[config.mk]
export PLATFORM = sky130hd
export DESIGN_NAME = pipeline_controller
export DESIGN_NICKNAME = d
export VERILOG_FILES = /design/src/rtl/pipeline_controller.sv
export SDC_FILE = /design/constraint.sdc
export NUM_CORES = 1
export LEC_CHECK = 0
export CAP_MARGIN = 0
export CELL_PAD_IN_SITES_DETAIL_PLACEMENT = 2
export CELL_PAD_IN_SITES_GLOBAL_PLACEMENT = 2
export CORE_MARGIN = 8
export CORE_UTILIZATION = 28
export DETAILED_ROUTE_END_ITERATION = 12
export HOLD_SLACK_MARGIN = 0.05
export PLACE_DENSITY_LB_ADDON = 0.05
export SETUP_SLACK_MARGIN = 0.4
export SLEW_MARGIN = 10
export SYNTH_ARGS = -nofsm -noshare
export SYNTH_HDL_FRONTEND = slang
export SYNTH_SLANG_ARGS = --single-unit
export TNS_END_PERCENT = 20
[constraint.sdc]
create_clock -name i_clk -period 4.8 [get_ports i_clk]
set_input_delay 0.96 -clock i_clk [delete_from_list [all_inputs] [get_ports i_clk]]
set_output_delay 0.96 -clock i_clk [all_outputs]
set_load 0.01 [all_outputs]
[src/rtl/pipeline_controller.sv]
// Purpose: run/step/halt sequencing, load-use stall and decode-branch flush control for the 5-stage pipeline.
// Latency: state is registered (commands take effect on the next edge); all enables are combinational from state and hazard inputs.
// Backpressure: none accepted; o_pipe_enable=0 freezes every pipeline register, load-use holds PC and IF/ID for one cycle.
// Optional: define STALL_COUNTER_EN to add o_stall_count (saturating count of load-use stall cycles).
module pipeline_controller #(
    parameter int NB_REG   = 5,
    parameter int NB_COUNT = 32
) (
    input  logic                i_clk,
    input  logic                i_reset,
    input  logic                i_run,
    input  logic                i_step,
    input  logic                i_clear,
    input  logic                i_halt_wb,
    input  logic                i_idex_mem_read,
    input  logic [NB_REG-1:0]   i_idex_rt,
    input  logic [NB_REG-1:0]   i_ifid_rs,
    input  logic [NB_REG-1:0]   i_ifid_rt,
    input  logic                i_ifid_uses_rt,
    input  logic                i_branch_taken,
    output logic                o_pipe_enable,
    output logic                o_pc_write,
    output logic                o_ifid_write,
    output logic                o_ifid_flush,
    output logic                o_idex_bubble,
    output logic [1:0]          o_state,
`ifdef STALL_COUNTER_EN
    output logic [NB_COUNT-1:0] o_stall_count,
`endif
    output logic [NB_COUNT-1:0] o_cycle_count
);

    typedef enum logic [1:0] {
        IDLE = 2'b00,
        RUN  = 2'b01,
        STEP = 2'b10,
        DONE = 2'b11
    } state_t;

    localparam logic [NB_COUNT-1:0] COUNT_MAX = '1;

    state_t state;
    state_t state_nxt;
    logic   load_use;

    // State register; reset always lands in IDLE so a step can never be left half-done.
    always_ff @(posedge i_clk) begin
        if (i_reset) begin
            state <= IDLE;
        end else begin
            state <= state_nxt;
        end
    end

    // Next-state: run beats step from IDLE, a step is always exactly one enabled cycle.
    always_comb begin
        state_nxt = state;
        case (state)
            IDLE: begin
                if (i_run) begin
                    state_nxt = RUN;
                end else if (i_step) begin
                    state_nxt = STEP;
                end
            end
            RUN: begin
                if (i_halt_wb) begin
                    state_nxt = DONE;
                end
            end
            STEP: begin
                state_nxt = i_halt_wb ? DONE : IDLE;
            end
            DONE: begin
                if (i_clear) begin
                    state_nxt = IDLE;
                end
            end
            default: state_nxt = IDLE;
        endcase
    end

    // Enable and hazard outputs; a stall overrides a taken branch because ID operands are stale.
    always_comb begin
        o_pipe_enable = (state == RUN) || (state == STEP);
        load_use      = i_idex_mem_read && (i_idex_rt != '0) &&
                        ((i_idex_rt == i_ifid_rs) ||
                         (i_ifid_uses_rt && (i_idex_rt == i_ifid_rt)));
        o_pc_write    = 1'b0;
        o_ifid_write  = 1'b0;
        o_ifid_flush  = 1'b0;
        o_idex_bubble = 1'b0;
        if (o_pipe_enable) begin
            o_pc_write    = ~load_use;
            o_ifid_write  = ~load_use;
            o_idex_bubble = load_use;
            o_ifid_flush  = i_branch_taken & ~load_use;
        end
    end

    assign o_state = state;

    // Enabled-cycle counter, saturating; i_clear leaves it alone so the debugger can read it after DONE.
    always_ff @(posedge i_clk) begin
        if (i_reset) begin
            o_cycle_count <= '0;
        end else if (o_pipe_enable && (o_cycle_count != COUNT_MAX)) begin
            o_cycle_count <= o_cycle_count + 1'b1;
        end
    end

`ifdef STALL_COUNTER_EN
    // Load-use stall counter, saturating.
    always_ff @(posedge i_clk) begin
        if (i_reset) begin
            o_stall_count <= '0;
        end else if (o_pipe_enable && load_use && (o_stall_count != COUNT_MAX)) begin
            o_stall_count <= o_stall_count + 1'b1;
        end
    end
`endif

endmodule

Word level (Yosys, flattened, before mapping). Index checks and enable logic that the tools add are counted.

Bits in registers: 34. Bits of input ports: 24. Output and inout bits: 39. Logic and storage cells: 32.

Add/subtract/negate cells: 1. Eq/ne operators: 9. Multiplexer cells: 9. Bitwise logic cells: 2. Reductions and logical operators: 9.

Operators with widths (number): adder 32 x 1 -> 32 bit (second input constant) (1); inequality test 32 bit (second input constant) (1); equality test 5 bit (2); 2-to-1 mux 2 bit (5); one-hot mux 2 bit (4 select lines) (1); nonzero test 5 bit (1); equality test 2 bit (second input constant) (2); logical AND 1 bit (4); inequality test 2 bit (second input constant) (2); 2-to-1 mux 1 bit (3); inequality test 3 bit (second input constant) (1); AND reduction 3 bit (1); equality test 2 x 1 -> 1 bit (second input constant) (1); zero test 2 bit (1); logical OR 1 bit (2); AND 1 bit (1); NOT 1 bit (1).

Logic depth before layout (Yosys ltp). Gate-level depths: netlist of run 1.

Word-level depth: 7. Depth in mapped cells: 9. Gate-level depth less buffers: 7.

Worst setup path before layout of run 1. OpenSTA, ideal clock, no wires.

Path kind: input-to-output. From: in i_idex_rt[1]. To: out o_pc_write. Arrival: 2.041 ns. Required time: 3.840 ns. Path slack: 1.799 ns. Stages: 5. Buffers on the path: 1. Cells stage by stage: or4_1 -> o21ai_0 -> a21oi_1 -> nor2_1 -> buf_4.

Longest elaborated chain between the ends: 6. Elaborated cells on any way between the ends: 9. Those cells by class: eq/ne (2); mux (1); bitwise (1); reduce/logical (5).

RTL lines: start, declared (line 16) `input logic [NB_REG-1:0] i_idex_rt,`; equality test 5 bit (line 88) `(i_ifid_uses_rt && (i_idex_rt == i_ifid_rt)));`; logical AND 1 bit (line 88); logical OR 1 bit (line 87) `((i_idex_rt == i_ifid_rs) ||`; logical AND 1 bit * (line 86) `load_use = i_idex_mem_read && (i_idex_rt != '0) &&`; NOT 1 bit *; 2-to-1 mux 1 bit *; end, declared (line 22) `output logic o_pc_write,`.

Every way passes the cells marked *; elsewhere a longest branch is shown, timed or not.

Worst setup path in the final report of run 1.
From: in i_idex_rt[3]. To: out o_idex_bubble.

Longest elaborated chain between the ends: 5. Elaborated cells on any way between the ends: 8. Those cells by class: eq/ne (2); mux (1); reduce/logical (5).

RTL lines: equality test 5 bit (line 88); logical AND 1 bit (line 88); logical OR 1 bit (line 87); logical AND 1 bit * (line 86); 2-to-1 mux 1 bit * (line 93) `if (o_pipe_enable) begin`; end, declared (line 25) `output logic o_idex_bubble,`.

Marked as above.

==> results of run 1 <==
==> area by class of cell <==
class / instances / area [um2]
clock buffers: 7 / 76.3
fillers: 854 / 4330
inverters: 8 / 30.0
multi-input cells: 192 / 1250
flip-flops and latches: 34 / 681
well taps: 99 / 124
repair buffers: 65 / 643
==> through the flow <==
step	hold WS, ns	total power (uW)
3_5_place_dp	0.490	602
3_3_place_gp	0.480	594
2_1_floorplan	0.489	469
5_1_grt	0.518	843
6_report	0.498	793
4_1_cts	0.505	812
==> sequential cells by signal (all words and copies together) (netlist names) <==
signal         count
o_cycle_count     32
o_state            2
==> cell usage after synthesis (2+ instances only) <==
cell type,instances,area share [%]
nor3_1,7,1.7
nor2_1,20,3.7
or4_1,14,5.2
xnor2_1,7,3.0
ha_1,5,3.1
nor2b_1,6,1.9
nor4b_1,3,1.3
o21ai_0,8,2.0
nand3_1,15,3.7
or3_1,8,2.5
nand2_1,16,3.0
dfxtp_1,34,34
xor2_1,9,3.9
nor4_1,4,1.2
nand3_2,2,0.99
mux2_1,3,1.7
buf_2,4,0.99
and3_1,5,1.5
and2_1,3,0.93
and4_1,2,0.87
a21oi_1,20,5.0
nand4_1,7,2.2
inv_1,7,1.3
buf_4,2,0.74
clkbuf_1,6,1.1
o31ai_1,10,3.7
==> kinds of logic (layout without fill, tap and decap cells) <==
| kind of cell | Yosys count | in the layout | synth area share, % |
|---|---|---|---|
| AND/OR/NAND/NOR | 117 | 117 | 33.7 |
| AO/OA/AOI/OAI | 49 | 49 | 15.5 |
| flip-flops | 34 | 34 | 33.7 |
| buffers and inverters | 20 | 80 | 4.33 |
| XOR/XNOR | 16 | 16 | 6.94 |
| adder cells (fa/ha/maj) | 5 | 5 | 3.10 |
| multiplexers | 5 | 5 | 2.72 |
==> critical path, delay by kind of cell <==
family	cells	cell delay [ns]
AO/OA/AOI/OAI	1	0.25
buffers and inverters	2	1.00
AND/OR/NAND/NOR	3	0.64
XOR/XNOR	1	0.19
==> placed cells by master, fill, tap and decap left out, types with 9 or more instances in the layout <==
cell / n
nor2_1: 20
nand3_1: 15
a21oi_1: 20
xor2_1: 9
clkdlybuf4s50_1: 62
nand2_1: 16
or4_1: 14
dfxtp_1: 34
o31ai_1: 10
==> layer usage <==
layer,track usage [%],part of all wire [%]
met5,0,0
met1,16.3,44
met3,2.69,3.6
met2,24.7,51
met4,3.09,0.84
==> final timing paths <==
check,end,slack (ns),depth (start not counted)
worst max-delay path,o_idex_bubble,0.79,7
worst min-delay path,o_cycle_count[14]$_SDFFE_PP0P_,0.50,1
worst max register to register,o_cycle_count[30]$_SDFFE_PP0P_,1.67,7
worst min register to register,o_cycle_count[14]$_SDFFE_PP0P_,0.50,1
==> where the power goes <==
group	switching (uW)	internal, uW	total [uW]
Combinational	136	137	273
Clock	103	100	203
Sequential	21.1	297	318
Total	259	533	793
==> summary.md, run 1 <==
| Metric | Value |
|---|---|
| Vias/cell | `5.23` |
| Fin crit period | `4.01 ns` |
| Antenna diodes | `0` |
| Crit path from | `i_idex_rt[3]` |
| Clk sinks | `34` |
| CTS max path bufs | `2` |
| Yosys reg bits | `34` |
| Placed cell area | `between 2000 and 3000 um2` |
| Worst path cell trace | `clkdlybuf4s50_1, xor2_1, nor4_1, nand3_1, a21oi_1, and2_1, clkdlybuf4s50_1` |
| Vias in the first global route | `2219` |
| Number of I/O port buffers | `slightly above 60` |
| CP most frequent cell | `clkdlybuf4s50_1` |
| Starting Density | `28.3%` |
| Leak | `0.000906 uW` |
| CP Class | `in2out` |
| Status | `finished, final reports clean` |
| CTS root buffer | `clkbuf_8` |
| Max-cap viol count | `0` |
| Dpl cells | `between 300 and 400` |
| Final Hold Fails | `0` |
| Setup TNS | `0 ns` |
| Synth cell types | `45` |
| Initial antenna violation count | `0` |
| IO Count | `63` |
| VDD IR max | `0.000141 V` |
| Hpwl dp | `5210 um` |
| Cells after Synth | `246` |
| Worst hold path startpoint | `o_cycle_count[14]$_SDFFE_PP0P_` |
| RSZ-0062 raised after global routing | `no` |
| Final GP Congestion | `0.720` |
| RR Startpoint | `o_state[1]$_SDFFE_PP0P_` |
| Hold_buf cts | `0` |
| Avg WL per Cell | `16.7 um` |
| Slowest-stage cell, CP | `clkdlybuf4s50_1` |
| Place WS | `0.744 ns` |
| Tightest Pin Transition | `0.976 ns` |
| CTS tree | `built` |
| WP data arrival | `3.05 ns` |
| Layout area overhead | `38.9%` |
| Post-route ant nets | `0` |
| Final setup viols | `0` |
| Required time of the worst setup path | `3.84 ns` |
| Main synth FF type | `dfxtp_1` |
| Worst Slack Setup Final | `~0.79 ns` |
| Number of setup buffers added after CTS | `0` |
| First-pass GRT wire length | `11300 um` |
| Die Y | `101 um` |
| PostCTS Resize Cnt | `0` |
| Residual DRC count | `0` |
| Max H-tree Level | `2` |
| Mapped cell area | `2020 um2` |
| Final Instance Area | `2810 um2` |
| Final Cycle Share | `83.6%` |
| Layout cell share with drive strength beyond 1 | `5.56%` |
| Largest net degree at the start of global routing | `26` |
| Worst-Skew Late Latency | `0.28 ns` |
| Die X | `between 100 and 150 um` |
| DR vias | `2117` |
| Syn Nets | `275` |
| Rel. slew slack | `34.3%` |
| CP max stage delay | `0.53 ns` |
| Max Transition Viols Final | `0` |
| Worst clock skew | `about 0.0055 ns` |
| Yosys Warn Count | `0` |
| Total global routing overflow | `0` |
| First drt pass iteration count | `4` |
| Clock slew at the register clock pins of the worst setup and hold paths | `approximately 0.07 ns` |
| Final Instance Count excl. Fillers | `roughly 410` |
| EDFF count, synth | `0` |
| Nets | `335` |
| Fin util | `roughly two fifths` |
| Die area | `10200 um2` |
| Asr flop ratio synth | `0%` |
| Pwr dens | `282 nW/um2` |
| Post-synthesis sequential area ratio | `33.7%` |
| Rows | `31` |
| Crit. End Element | `output port` |
| Fmax | `between 200 and 250 MHz` |
| Syn_area_per_cell | `8.21 um2` |
| Crit path max fanout | `3` |
| CTS Buf Count | `5` |
| DR iter-0 viols | `60` |
| Core Region | `a little over 7000 um2` |
| Worst hold path class | `reg2reg` |
| Startpoint types | `primary input` |
| GR Util All Layers | `13.7%` |
| Total wire length | `6750 um` |
No activity file was read; power rests on OpenSTA's default activity.
==> run 2, diff against run 1 <==
--- a/config.mk
+++ b/config.mk
@@ -9,7 +9,7 @@
 export CELL_PAD_IN_SITES_DETAIL_PLACEMENT = 2
 export CELL_PAD_IN_SITES_GLOBAL_PLACEMENT = 2
 export CORE_MARGIN = 8
-export CORE_UTILIZATION = 28
+export CORE_UTILIZATION = 24
 export DETAILED_ROUTE_END_ITERATION = 12
 export HOLD_SLACK_MARGIN = 0.05
 export PLACE_DENSITY_LB_ADDON = 0.05
==> constraint.sdc (replaced) <==
create_clock -name i_clk -period 3.5 [get_ports i_clk]
set_input_delay 0.7 -clock i_clk [delete_from_list [all_inputs] [get_ports i_clk]]
set_output_delay 0.7 -clock i_clk [all_outputs]
set_load 0.01 [all_outputs]
==> run 2 against run 1 <==
Compared with the run above: routed wire length up 3.7%; cell area is 3.1% higher; via count decreased by 0.38%; power is 48% higher; sequential share of layout area fell by 0.72 points; clock skew increased by 0.0035 ns; non-clock buffer count rose by 4; flip-flop and latch count unchanged; critical path depth decreased by 1.
==> summary.md, run 2 (synthesis results as in run 1) <==
| Metric | Value |
|---|---|
| Status | `finished, final reports clean` |
| WP data arrival | `2.38 ns (-0.67 ns)` |
| # fillers | `944 (+11%)` |
| Total wire length | `7000 um (+3.7%)` |
| Crit path max fanout | `3 (unchanged)` |
| Crit. End Element | `output port` |
| Nets | `339 (+1.2%)` |
| Final setup viols | `0 (unchanged)` |
| Most frequent cells in the layout | `clkdlybuf4s50_1 (57), dfxtp_1 (34), nor2_1 (20)` |
| Rel. slew slack | `45.2% (+11 points)` |
| Residual DRC count | `0 (unchanged)` |
| Final Hold Fails | `0 (unchanged)` |
| Design Power | `1170 uW (+48%)` |
| Min Hold Slack | `0.497 ns (-0.00160 ns)` |
| CTS Buf Count | `5 (unchanged)` |
| Hpwl dp | `5360 um (+3.0%)` |
| Vias/cell | `5.07 (-3.0%)` |
| DR vias | `2109 (-0.38%)` |
| CP Class | `in2out` |
| Die Y | `108 um (+6.7%)` |
| CTS root buffer | `clkbuf_8` |
| Final Cycle Share | `between 80% and 90%` |
| Worst clock skew | `0.00897 ns (+0.00347 ns)` |
| First drt pass iteration count | `4 (unchanged)` |
| Fmax | `between 300 and 400 MHz` |
| DR iter-0 viols | `59 (-1.7%)` |
| Post-route ant nets | `0 (unchanged)` |
| Starting Density | `24.7% (-3.6 points)` |
| Setup TNS | `0 ns (unchanged)` |
| Number of I/O port buffers | `62 (unchanged)` |
| Fin util | `35.4% (-3.9 points)` |
| Avg WL per Cell | `16.8 um (+0.95%)` |
| Rows | `33 (+6.5%)` |
| Total global routing overflow | `0 (unchanged)` |
| Area of the multi-input gates | `1270 um2 (+1.2%)` |
| Initial antenna violation count | `0 (unchanged)` |
| Clk sinks | `34 (unchanged)` |
| Worst hold path class | `reg2reg` |
| Placed cell area | `2770 um2 (+1.4%)` |
| Tightest Pin Transition | `0.820 ns (-0.156 ns)` |
| VDD IR max | `0.000195 V (+39%)` |
| Max H-tree Level | `2 (unchanged)` |
| GR Util All Layers | `12.4% (-1.4 points)` |
| CTS tree | `built` |
| RSZ-0062 raised after global routing | `yes` |
| Fin crit period | `3.08 ns` |
| Layout cell share with drive strength beyond 1 | `8.68% (+3.1 points)` |
| Die area | `11600 um2 (+14%)` |
| Largest net degree at the start of global routing | `25 (-3.8%)` |
| Commonest non-fill, non-tap cell in the layout | `clkdlybuf4s50_1` |
| Die X | `108 um (+6.7%)` |
| Startpoint types | `primary input` |
| IO Count | `63 (unchanged)` |
| Required time of the worst setup path | `2.80 ns (-1.04 ns)` |
| Final GP Congestion | `0.717 (-0.42%)` |
| Leak | `0.000985 uW (+8.8%)` |
| Clock slew at the register clock pins of the worst setup and hold paths | `0.08 ns (about the same)` |
| Largest register by flop count | `o_cycle_count` |
| Storage element area | `681 um2 (unchanged)` |
| Worst-Skew Late Latency | `0.29 ns (about the same)` |
| Antenna diodes | `0 (unchanged)` |
| Max Transition Viols Final | `0 (unchanged)` |
| Final Instance Area | `2890 um2 (+3.1%)` |
| Max reg flops | `32 (unchanged)` |
| Vias in the first global route | `2235 (+0.72%)` |
| CTS max path bufs | `2 (unchanged)` |
| Pwr dens | `406 nW/um2 (+44%)` |
| Max-cap viol count | `0 (unchanged)` |
| Core Region | `8180 um2 (+15%)` |
| Number of setup buffers added after CTS | `0 (unchanged)` |
| First-pass GRT wire length | `11500 um (+2.0%)` |
| Layout area overhead | `43.2%` |
==> run 2: worst max-delay path, stage by stage <==
cell and delay, ns:
clkdlybuf4s50_1 0.46, or4_1 0.52, o21ai_1 0.18, a21oi_2 0.06
nor3b_1 0.16, dlygate4sd2_1 0.29
==> run 2: area by class of cell <==
| class | instances | area share (%) |
|---|---|---|
| timing repair buffer | 69 | 23.3 |
| multi-input combinational | 192 | 43.8 |
| tap | 105 | 4.54 |
| clock buffer | 5 | 2.38 |
| sequential | 34 | 23.5 |
| clock inverter | 3 | 1.38 |
| inverter | 8 | 1.04 |
==> run 2: per-stage QoR <==
step,setup slack (ns),std cells
after global placement,0.101,408
after detailed placement,0.0770,408
final,0.420,416
after floorplan,0.795,246
after CTS,0.135,416
after global routing,0.299,416
==> run 2: worst paths after layout <==
check / startpoint / end / slack (ns) / cells past startpoint
worst max-delay path: i_idex_rt[2] / o_ifid_flush / 0.42 / 6
worst min-delay path: o_cycle_count[14]$_SDFFE_PP0P_ / o_cycle_count[14]$_SDFFE_PP0P_ / 0.50 / 1
worst max register to register: o_state[1]$_SDFFE_PP0P_ / o_cycle_count[30]$_SDFFE_PP0P_ / 0.69 / 7
worst min register to register: o_cycle_count[14]$_SDFFE_PP0P_ / o_cycle_count[14]$_SDFFE_PP0P_ / 0.50 / 1
==> run 2: power by group <==
part           leakage (uW)  switching [uW]  internal [uW]
registers          0.000275            29.3            407
clock network     0.0000579             152            210
logic              0.000653             192            184
==> run 2: layer usage <==
metal,track usage (%),wire (um),vias to the layer above
met5,0,0,-
met1,15.2,3220,1030
met2,20.6,3390,32
li1,-,-,1040
met3,3.17,308,7
met4,3.87,75,0
==> run 2: what timing repair did <==
item	4_1_cts	5_1_grt
setup endpoints to repair	4	4
hold buffers	0	0
pin swaps	3	3
gates resized for setup	6	3
==> run 3, diff against run 2 <==
--- a/config.mk
+++ b/config.mk
@@ -12,7 +12,7 @@
 export CORE_UTILIZATION = 24
 export DETAILED_ROUTE_END_ITERATION = 12
 export HOLD_SLACK_MARGIN = 0.05
-export PLACE_DENSITY_LB_ADDON = 0.05
+export PLACE_DENSITY_LB_ADDON = 0.1
 export SETUP_SLACK_MARGIN = 0.4
 export SLEW_MARGIN = 10
 export SYNTH_ARGS = -nofsm -noshare
==> run 3 against run 2 <==
Compared with the run above: global-route usage down 0.54 points; fmax down 7.3%; critical path depth unchanged; non-clock buffer count unchanged; clock power down 23%; largest cell class unchanged; largest power group unchanged.
==> summary.md, run 3 (synthesis results as in run 1) <==
| Metric | Value |
|---|---|
| Vias in the first global route | `2256 (+0.94%)` |
| Tightest Pin Transition | `0.787 ns (-0.0328 ns)` |
| Die area | `11600 um2 (unchanged)` |
| Final GP Congestion | `0.733 (+2.1%)` |
| Hpwl dp | `5270 um (-1.7%)` |
| Required time of the worst setup path | `2.80 ns (about the same)` |
| Sw Ratio | `33.2% (+1.3 points)` |
| Antenna diodes | `0 (unchanged)` |
| Area of the multi-input gates | `1270 um2 (unchanged)` |
| Avg WL per Cell | `16.2 um (-3.5%)` |
| Die X | `108 um (unchanged)` |
| Vias/cell | `5.05 (-0.33%)` |
| Crit. End Element | `output port` |
| Layout area overhead | `41.5%` |
| Total wire length | `6730 um (-3.8%)` |
| Max-cap viol count | `0 (unchanged)` |
| Final Instance Area | `2860 um2 (-1.1%)` |
| Reg power frac | `40.1% (+3.0 points)` |
| Hold endpoint | `o_cycle_count[14]$_SDFFE_PP0P_` |
| Final Hold Fails | `0 (unchanged)` |
| DR iter-0 viols | `46 (-22%)` |
| Status | `finished, final reports clean` |
| DR vias | `2097 (-0.57%)` |
| Number of I/O port buffers | `62 (unchanged)` |
| Core Region | `8180 um2 (unchanged)` |
| First drt pass iteration count | `4 (unchanged)` |
| Total global routing overflow | `0 (unchanged)` |
| Commonest non-fill, non-tap cell in the layout | `clkdlybuf4s50_1` |
| Largest net degree at the start of global routing | `24 (-4.0%)` |
| Placed cell area | `2770 um2 (unchanged)` |
| Max Transition Viols Final | `0 (unchanged)` |
| Storage element area | `681 um2 (unchanged)` |
| Final Cycle Share | `94.9% (+6.9 points)` |
| Nets | `339 (unchanged)` |
| RR Startpoint | `o_state[1]$_SDFFE_PP0P_` |
| Crit path max fanout | `3 (unchanged)` |
| CP Class | `in2out` |
| Setup TNS | `0 ns (unchanged)` |
| P_sw | `361 uW (-3.4%)` |
| Residual DRC count | `0 (unchanged)` |
| # fillers | `943 (-0.11%)` |
| Worst hold stages | `1 (unchanged)` |
| Rows | `33 (unchanged)` |
| Clock power share | `25.6% (-5.2 points)` |
| Initial antenna violation count | `0 (unchanged)` |
| Startpoint types | `primary input` |
| Fmax | `301 MHz (-7.3%)` |
| Hold_buf cts | `0 (unchanged)` |
| Rel. slew slack | `47.4% (+2.2 points)` |
| Worst Slack Setup Final | `0.178 ns (-0.241 ns)` |
| WP data arrival | `2.62 ns (+0.24 ns)` |
| Leak | `0.000959 uW (-2.7%)` |
| Worst reg-to-reg setup slack | `0.71 ns (+0.02 ns)` |
| CTS tree | `built` |
| First-pass GRT wire length | `11100 um (-3.2%)` |
| Largest register by flop count | `o_cycle_count` |
| RSZ-0062 raised after global routing | `yes` |
| Dpl cells | `408 (unchanged)` |
| Worst hold path startpoint | `o_cycle_count[14]$_SDFFE_PP0P_` |
| GR Util All Layers | `11.8% (-0.54 points)` |
| Fin crit period | `3.32 ns (+0.241 ns)` |
| Max reg flops | `32 (unchanged)` |
| IO Count | `63 (unchanged)` |
| Final setup viols | `0 (unchanged)` |
| CTS max path bufs | `2 (unchanged)` |
| Internal power | `727 uW (-9.1%)` |
| Reg2reg path depth | `7 (unchanged)` |
| Pwr dens | `380 nW/um2 (-6.2%)` |
| CTS Buf Count | `5 (unchanged)` |
| Worst-Skew Late Latency | `0.28 ns (about the same)` |
| Post-route ant nets | `0 (unchanged)` |
| Most frequent cells in the layout | `clkdlybuf4s50_1 (58), dfxtp_1 (34), nor2_1 (20)` |
| Worst hold path class | `reg2reg` |
| Max H-tree Level | `2 (unchanged)` |
| Crit path from | `i_idex_rt[2]` |
| Worst clock skew | `0.00632 ns (-0.00265 ns)` |
| VDD IR max | `0.000257 V (+32%)` |
| Layout cell share with drive strength beyond 1 | `8.39% (-0.29 points)` |
| Reg2reg end | `o_cycle_count[30]$_SDFFE_PP0P_` |
| Final Instance Count excl. Fillers | `415 (-0.24%)` |
| CTS root buffer | `clkbuf_8` |
| Place WS | `0.0260 ns (-0.0510 ns)` |
| Starting Density | `24.7% (unchanged)` |
| Clk sinks | `34 (unchanged)` |
| Combinational power share | `34.2% (+2.2 points)` |
| Die Y | `108 um (unchanged)` |
| Clock slew at the register clock pins of the worst setup and hold paths | `0.07 ns (about the same)` |
## run 3: layout make-up
cell class | count | share of cell area, %
multi-input cells | 192 | 44.3
clock inverters | 2 | 0.350
flip-flops and latches | 34 | 23.8
repair buffers | 69 | 23.5
clock buffers | 5 | 2.41
inverters | 8 | 1.05
well taps | 105 | 4.59
## run 3: routing by layer
layer  routed length, um  up-vias  global-route usage [%]
met1                3070     1022                    13.7
met3                 270        4                    2.75
met2                3350       29                    21.3
li1                    -     1042                       -
met5                   0        -                       0
met4                  45        0                    2.68
## run 3: what timing repair did
action	CTS	global route
pin swaps	0	1
resized for setup	6	2
setup buffers	0	0
endpoints found under the setup margin	4	4
## run 3: worst max-delay path by stage
stage	end	slack, ns
final	o_pc_write	0.18
after global routing	o_pc_write	0.10
after CTS	o_pc_write	0.15
after detailed placement	o_idex_bubble	0.03
after global placement	o_idex_bubble	0.1
after floorplan	o_cycle_count[30]$_SDFFE_PP0P_	0.80
## run 3: worst max-delay path, stage by stage
cell and delay [ns]:
clkdlybuf4s50_1 0.47, or4_1 0.54, o21ai_1 0.17, a21oi_2 0.06
nor2_1 0.12, clkdlybuf4s50_1 0.55
## run 3: per-stage QoR
stage | power [uW] | util [%] | hold slack, ns
final | 1090 | 35.0 | 0.500
after global routing | 1160 | 35.0 | 0.517
after CTS | 1120 | 34.9 | 0.505
after detailed placement | 839 | 33.9 | 0.489
after global placement | 833 | 33.9 | 0.477
after floorplan | 644 | - | 0.489
## run 3: power by group through the flow
stage / Clock (uW) / Combinational, uW / Sequential, uW
after floorplan: 0 / 196 / 448
after global placement: 0 / 388 / 445
after detailed placement: 0 / 393 / 446
after CTS: 299 / 384 / 437
after global routing: 311 / 408 / 442
final: 279 / 373 / 437
